## src/rtl/mem_reader_pkg.sv

```systemverilog
// Shared types and helpers for the mem window reader/writer engines.
package mem_reader_pkg;

  typedef enum logic [1:0] {
    ST_IDLE  = 2'd0,
    ST_RUN   = 2'd1,
    ST_DRAIN = 2'd2
  } state_e;

  // True when [addr, addr+len] lies inside [offset, offset+depth-1].
  // The arguments are widened to 32 bits, so the sum cannot wrap.
  function automatic logic in_window(input logic [31:0] addr,
                                     input logic [31:0] len,
                                     input logic [31:0] offset,
                                     input logic [31:0] depth);
    return (addr >= offset) && (addr + len + 32'd1 <= offset + depth);
  endfunction

endpackage

```

## src/rtl/mem_reader_fifo.sv

```systemverilog
// Two-entry FIFO of {last, data}. Its occupancy count feeds the read-credit logic.
module mem_reader_fifo
  import mem_reader_pkg::*;
#(
  parameter int WIDTH = 80
) (
  input  logic             clk,
  input  logic             rst_n,
  input  logic             push,
  input  logic             push_last,
  input  logic [WIDTH-1:0] push_data,
  input  logic             pop,
  output logic [WIDTH-1:0] data,
  output logic             last,
  output logic [1:0]       count
);

  logic [WIDTH:0] slots [2];
  logic           wr_ptr;
  logic           rd_ptr;
  logic           push_fire;
  logic           pop_fire;

  // A push into a full FIFO is accepted when a pop frees a slot in the same cycle.
  assign push_fire = push && ((count != 2'd2) || pop);
  assign pop_fire  = pop && (count != 2'd0);

  always_ff @(posedge clk or negedge rst_n) begin
    if (!rst_n) begin
      for (int i = 0; i < 2; i++) slots[i] <= '0;
      wr_ptr <= 1'b0;
      rd_ptr <= 1'b0;
      count  <= 2'd0;
    end else begin
      if (push_fire) begin
        slots[wr_ptr] <= {push_last, push_data};
        wr_ptr        <= ~wr_ptr;
      end
      if (pop_fire) rd_ptr <= ~rd_ptr;
      case ({push_fire, pop_fire})
        2'b10:   count <= count + 2'd1;
        2'b01:   count <= count - 2'd1;
        default: count <= count;
      endcase
    end
  end

  assign {last, data} = slots[rd_ptr];

endmodule

```

## src/rtl/mem_burst_reader.sv

```systemverilog
// Burst read engine for the windowed mem block: command in, synchronous reads out, beat stream back.
// Optional counters stat_beats/stat_errs are enabled by defining MEM_BURST_READER_STATS_EN.
module mem_burst_reader
  import mem_reader_pkg::*;
#(
  parameter int WIDTH      = 80,
  parameter int ADDR_WIDTH = 6,
  parameter int DEPTH      = 32,
  parameter int OFFSET     = 32,
  parameter int LEN_WIDTH  = 6
) (
  input  logic                  clk,
  input  logic                  rst_n,
  input  logic                  cmd_valid,
  output logic                  cmd_ready,
  input  logic [ADDR_WIDTH-1:0] cmd_addr,
  input  logic [LEN_WIDTH-1:0]  cmd_len,
  output logic                  cmd_err,
  output logic                  mem_ren,
  output logic [ADDR_WIDTH-1:0] mem_raddr,
  input  logic [WIDTH-1:0]      mem_rdata,
  output logic                  out_valid,
  input  logic                  out_ready,
  output logic [WIDTH-1:0]      out_data,
  output logic                  out_last,
`ifdef MEM_BURST_READER_STATS_EN
  output logic [31:0]           stat_beats,
  output logic [15:0]           stat_errs,
`endif
  output state_e                fsm_state
);

  // Handshakes: a transfer happens on a rising edge where valid and ready are both high;
  // valid never waits on ready, and an offered command is held until it is accepted.

  state_e                state;
  state_e                state_n;
  logic [ADDR_WIDTH-1:0] cur_addr;
  logic [LEN_WIDTH-1:0]  remaining;
  logic                  inflight;
  logic                  inflight_last;
  logic                  err_q;
  logic                  accept;
  logic                  window_ok;
  logic                  issue;
  logic                  pop;
  logic [1:0]            fifo_count;
  logic [1:0]            eff_occ;
  logic                  fifo_last;

  assign accept    = cmd_valid && cmd_ready;
  assign window_ok = in_window(32'(cmd_addr), 32'(cmd_len), 32'(OFFSET), 32'(DEPTH));
  assign pop       = out_valid && out_ready;
  // A word leaving this cycle frees its slot in time for a read issued now.
  assign eff_occ   = fifo_count - {1'b0, pop};

  always_ff @(posedge clk or negedge rst_n) begin
    if (!rst_n) state <= ST_IDLE;
    else        state <= state_n;
  end

  always_comb begin
    state_n = state;
    issue   = 1'b0;
    case (state)
      ST_IDLE: begin
        if (accept && window_ok) state_n = ST_RUN;
      end
      ST_RUN: begin
        issue = ({1'b0, eff_occ} + {2'b00, inflight}) < 3'd2;
        if (issue && (remaining == '0)) state_n = ST_DRAIN;
      end
      ST_DRAIN: begin
        if ((fifo_count == 2'd0) && !inflight) state_n = ST_IDLE;
      end
      default: state_n = ST_IDLE;
    endcase
  end

  always_ff @(posedge clk or negedge rst_n) begin
    if (!rst_n) begin
      cur_addr      <= '0;
      remaining     <= '0;
      inflight      <= 1'b0;
      inflight_last <= 1'b0;
      err_q         <= 1'b0;
    end else begin
      err_q         <= accept && !window_ok;
      inflight      <= issue;
      inflight_last <= issue && (remaining == '0);
      if (accept && window_ok) begin
        cur_addr  <= cmd_addr;
        remaining <= cmd_len;
      end else if (issue) begin
        cur_addr  <= cur_addr + ADDR_WIDTH'(1);
        remaining <= remaining - LEN_WIDTH'(1);
      end
    end
  end

  mem_reader_fifo #(.WIDTH(WIDTH)) u_fifo (
    .clk       (clk),
    .rst_n     (rst_n),
    .push      (inflight),
    .push_last (inflight_last),
    .push_data (mem_rdata),
    .pop       (pop),
    .data      (out_data),
    .last      (fifo_last),
    .count     (fifo_count)
  );

  assign cmd_ready = (state == ST_IDLE);
  assign cmd_err   = err_q;
  assign mem_ren   = issue;
  assign mem_raddr = cur_addr;
  assign out_valid = (fifo_count != 2'd0);
  assign out_last  = out_valid && fifo_last;
  assign fsm_state = state;

`ifdef MEM_BURST_READER_STATS_EN
  always_ff @(posedge clk or negedge rst_n) begin
    if (!rst_n) begin
      stat_beats <= '0;
      stat_errs  <= '0;
    end else begin
      if (pop && (stat_beats != '1)) stat_beats <= stat_beats + 32'd1;
      if (err_q && (stat_errs != '1)) stat_errs <= stat_errs + 16'd1;
    end
  end
`endif

endmodule
```

## config.mk

```make
export PLATFORM = sky130hd
export DESIGN_NAME = mem_burst_reader
export DESIGN_NICKNAME = d
export VERILOG_FILES = /design/src/rtl/mem_reader_pkg.sv /design/src/rtl/mem_reader_fifo.sv /design/src/rtl/mem_burst_reader.sv
export SDC_FILE = /design/constraint.sdc
export NUM_CORES = 1
export LEC_CHECK = 0
export BUFFER_PORTS_ARGS = -buffer_cell sky130_fd_sc_hd__buf_4
export CORE_ASPECT_RATIO = 2
export CORE_MARGIN = 2
export CORE_UTILIZATION = 40
export DETAILED_ROUTE_END_ITERATION = 12
export PLACE_DENSITY = 0.59
export SLEW_MARGIN = 25
export SYNTH_ARGS = -nofsm -noshare
export SYNTH_HDL_FRONTEND = slang
export SYNTH_SLANG_ARGS = --single-unit
```

## constraint.sdc

```tcl
create_clock -name clk -period 5.2 [get_ports clk]
set_clock_uncertainty 0.15 [all_clocks]
set_input_delay 0.52 -clock clk [delete_from_list [all_inputs] [get_ports clk]]
set_output_delay 0.52 -clock clk [all_outputs]
set_load 0.05 [all_outputs]
```

==> metrics.md <==
| Metric | Value |
|---|---|
| Worst path cell trace | nor2_1 -> inv_1 -> and2_1 -> ha_1 -> nor2b_1 -> or3_1 -> inv_6 -> buf_4 |
| Vias/cell | between 5 and 6 |
| Post-detail-place hpwl | 13.67 mm |
| Slowest stage cell, crit path | or3_1 |
| Die height | 207.2 µm |
| Setup TNS | 0 ps |
| Initial antenna violation count | 0 |
| Core Box Area | 20370 µm² |
| Hold Vio Cnt, Final | 13 |
| Sequential area share after synthesis | a little under three fifths |
| Via count | 5177 |
| Crit path time final | about 3200 ps |
| Die Area | 21890 µm² |
| Synth cell types | 44 |
| Vias in the first global route | 5785 |
| Gr ovfl total | 0 |
| Total GRT Usage | between 10% and 20% |
| Horiz. Die Dim | 105.6 µm |
| CP required | ~4500 ps |
| Top Family by Delay on Critical Path | simple AND/OR/NAND/NOR gates |
| DRC viols | 0 |
| Clock tree sinks | around 180 |
| Fmax | a little over 0.3 GHz |
| Cts bufs inserted | 17 |
| Post-Syn Area per Cell | 14.89 µm² |
| Main synth FF type | dfrtp_1 |
| Simple-gate share of the synthesized area | between 2 and 3% |
| Worst Tran Pin Value | roughly 880 ps |
| Period utilization | about 60% |
| RSZ-0062 raised after global routing | no |
| P&R area growth vs syn | 27.08% |
| Number of buffers and inverters on the critical path | 3 |
| CTS Hold Bufs | 0 |
| Reg2Reg Launch Point | u_fifo.count[1] |
| CP startpoint kind | flop |
| Post-Syn Nets | ~660 |
| Ant diodes | 0 |
| CTS max path bufs | 2 |
| Slew HR | 41.54% |
| Layout cells sized above 1 | 62.28% |
| Post-synthesis compound-gate area fraction | under 10% |
| Seq cells post-synth | between 150 and 200 |
| Outcome | complete, but fails checks |
| Average wire per standard cell | about 19 µm |
| XOR/XNOR share of the synthesized area | approximately 1.7% |
| Synth Instances | 555 |
| Warnings from Yosys | 0 |
| DR iter-0 viols | 147 |
| Arrival @ worst endpoint | 2540 ps |
| Initial core utilization | 40.56% |
| Post-layout nets | 846 |
| Largest family of logic cells by synthesized area | multiplexers |
| Clk_lat worst skew | 430 ps |
| Crit path from | u_fifo.count[1] |
| CTS resizes | 0 |
| Row count | 74 |
| CTS tree | built |
| 1st-pass router iterations | 4 |
| H-tree levels | 4 |
| Total of max-cap violations | 0 |
| Mux contribution to synthesized area | 34.26% |
| Clock slew at reported path FFs | 70 ps |
| Adder-Cell Fraction of Synth Area | 1.514% |
| Failing checks | hold timing |
| Pin count of the biggest net entering global routing | 97 |
| GP Congestion | 0.8064 |
| # setup viols final | 0 |
| First-pass GRT wire length | 31.28 mm |
| CP Capture Type | output pin |
| IO Pins | between 150 and 200 |
| Fill count | 1830 |
| Syn Std Cell Area | 8262 µm² |
| ANT nets after route | 0 |
| Post-CTS Setup Bufs | 0 |
| Root Driver | clkbuf_16 |
| Critical path peak fanout | 11 |
| Critical path class | flop to output pin |
| Slowest stage delay, CP | 480 ps |
| Worst hold slack | -35.85 ps |
| Fin. max-slew vios | 0 |
| Async SR Flop Fraction | 100.0% |
| Final wirelength | 19.47 mm |
| Worst min-delay path class | input pin to asynchronous set/reset pin |
| Number of synthesized flops with an enable pin | 0 |
| Port Buffers | 188 |
[final timing paths]
| check | slack (ps) | cells past startpoint | endpoint |
|---|---|---|---|
| worst min register to register | 330 | 1 | u_fifo.slots[138] |
| worst min-delay path | -40 | 1 | u_fifo.slots[115] |
| max in group asynchronous | 3880 | 2 | u_fifo.slots[33] |
| min in group clk | 170 | 2 | u_fifo.slots[133] |
| worst max-delay path | 1990 | 8 | mem_ren |
| worst max register to register | 2580 | 10 | remaining[4] |
[sequential cells by signal, indices dropped and copies added, names as in the netlist]
name	flops
u_fifo.rd_ptr	1
inflight_last	1
u_fifo.wr_ptr	1
inflight	1
fsm_state	2
remaining	6
cmd_err	1
mem_raddr	6
u_fifo.slots	162
u_fifo.count	2
[layout by cell type, fill, tap and decap left out, types with 5 or more instances in the layout]
cell	count
nand2_1	8
clkbuf_1	6
mux2_4	5
mux2_1	8
inv_1	7
buf_4	188
xnor2_1	10
ha_1	10
clkbuf_16	17
nor2_1	10
xor2_1	6
mux2_2	234
dfrtp_1	182
[worst register-to-register path, stage by stage (launching register included)]
cell     delay (ps)
dfrtp_1         430
nor2_1          150
inv_1            90
and2_1          210
ha_1            300
nor2b_1          50
or3_1           480
inv_6           170
nand2_1          90
xnor2_1         130
mux2_4          250
[synthesized netlist by cell type (2+ instances only)]
library cell  count  area share (%)
nand2_1           8            0.36
or3_1             2            0.15
clkbuf_1          8            0.36
mux2_4            5            0.91
xnor2_1          10             1.1
o21bai_1          2            0.18
o21ai_0           3            0.18
and3_1            2            0.15
buf_4             8            0.73
o21a_1            2            0.18
mux2_1            8             1.1
nor3_1            3            0.18
dfrtp_1         183              55
xor2_1            6            0.64
nor2_1           10            0.45
nand2b_1          3            0.23
a221o_1           4            0.48
mux2i_1           3            0.36
ha_1             10             1.5
and2_1            2            0.15
buf_2             9            0.55
nor2b_1           2            0.15
inv_1             7            0.32
mux2_2          234              32
nand3_1           2            0.12
[metal layers]
metal  part of all wire, %  vias to the layer above  track usage [%]
met3                   3.8                       33            3.956
met1                    36                     2656            19.32
met2                    58                      123            35.02
met5                     0                        -                0
li1                      -                     2365                -
met4                   2.7                        0            7.668
[logic make-up (layout without fill, tap and decap cells)]
group,Yosys count,after routing
muxes,250,250
buffers and inverters,34,232
AOI/OAI and AO/OA,19,19
xor gates and xnor gates,16,16
and+or+nand+nor,43,43
DFF,183,183
adders and majority gates,10,10
[stage by stage]
stage | hold slack, ps | cell area, µm² | instances | utilization, % | worst slack (ps)
after floorplan | 74.41 | 8262 | 555 | - | 2481
after global placement | 313.2 | 9930 | 987 | 48.75 | 2525
after detailed placement | 322.1 | 9937 | 987 | 48.78 | 2434
after CTS | 21.23 | 10500 | 1019 | 51.54 | 1943
after global routing | 33.22 | 10500 | 1019 | 51.54 | 1805
final | -35.85 | 10500 | 1019 | 51.54 | 1995
[cell type report]
type / count / area, µm² / share of cell area (%)
Sequential cell: 183 / 4583 / 43.65
Multi-Input combinational cell: 338 / 3521 / 33.54
Timing Repair Buffer: 192 / 1465 / 13.96
Clock buffer: 24 / 461.7 / 4.398
Tap cell: 266 / 332.8 / 3.170
Clock inverter: 8 / 100.1 / 0.9534
Inverter: 8 / 35.03 / 0.3337
Power is not shown: default switching activity piles up to over one toggle a cycle in this logic, so the estimate is an artifact.
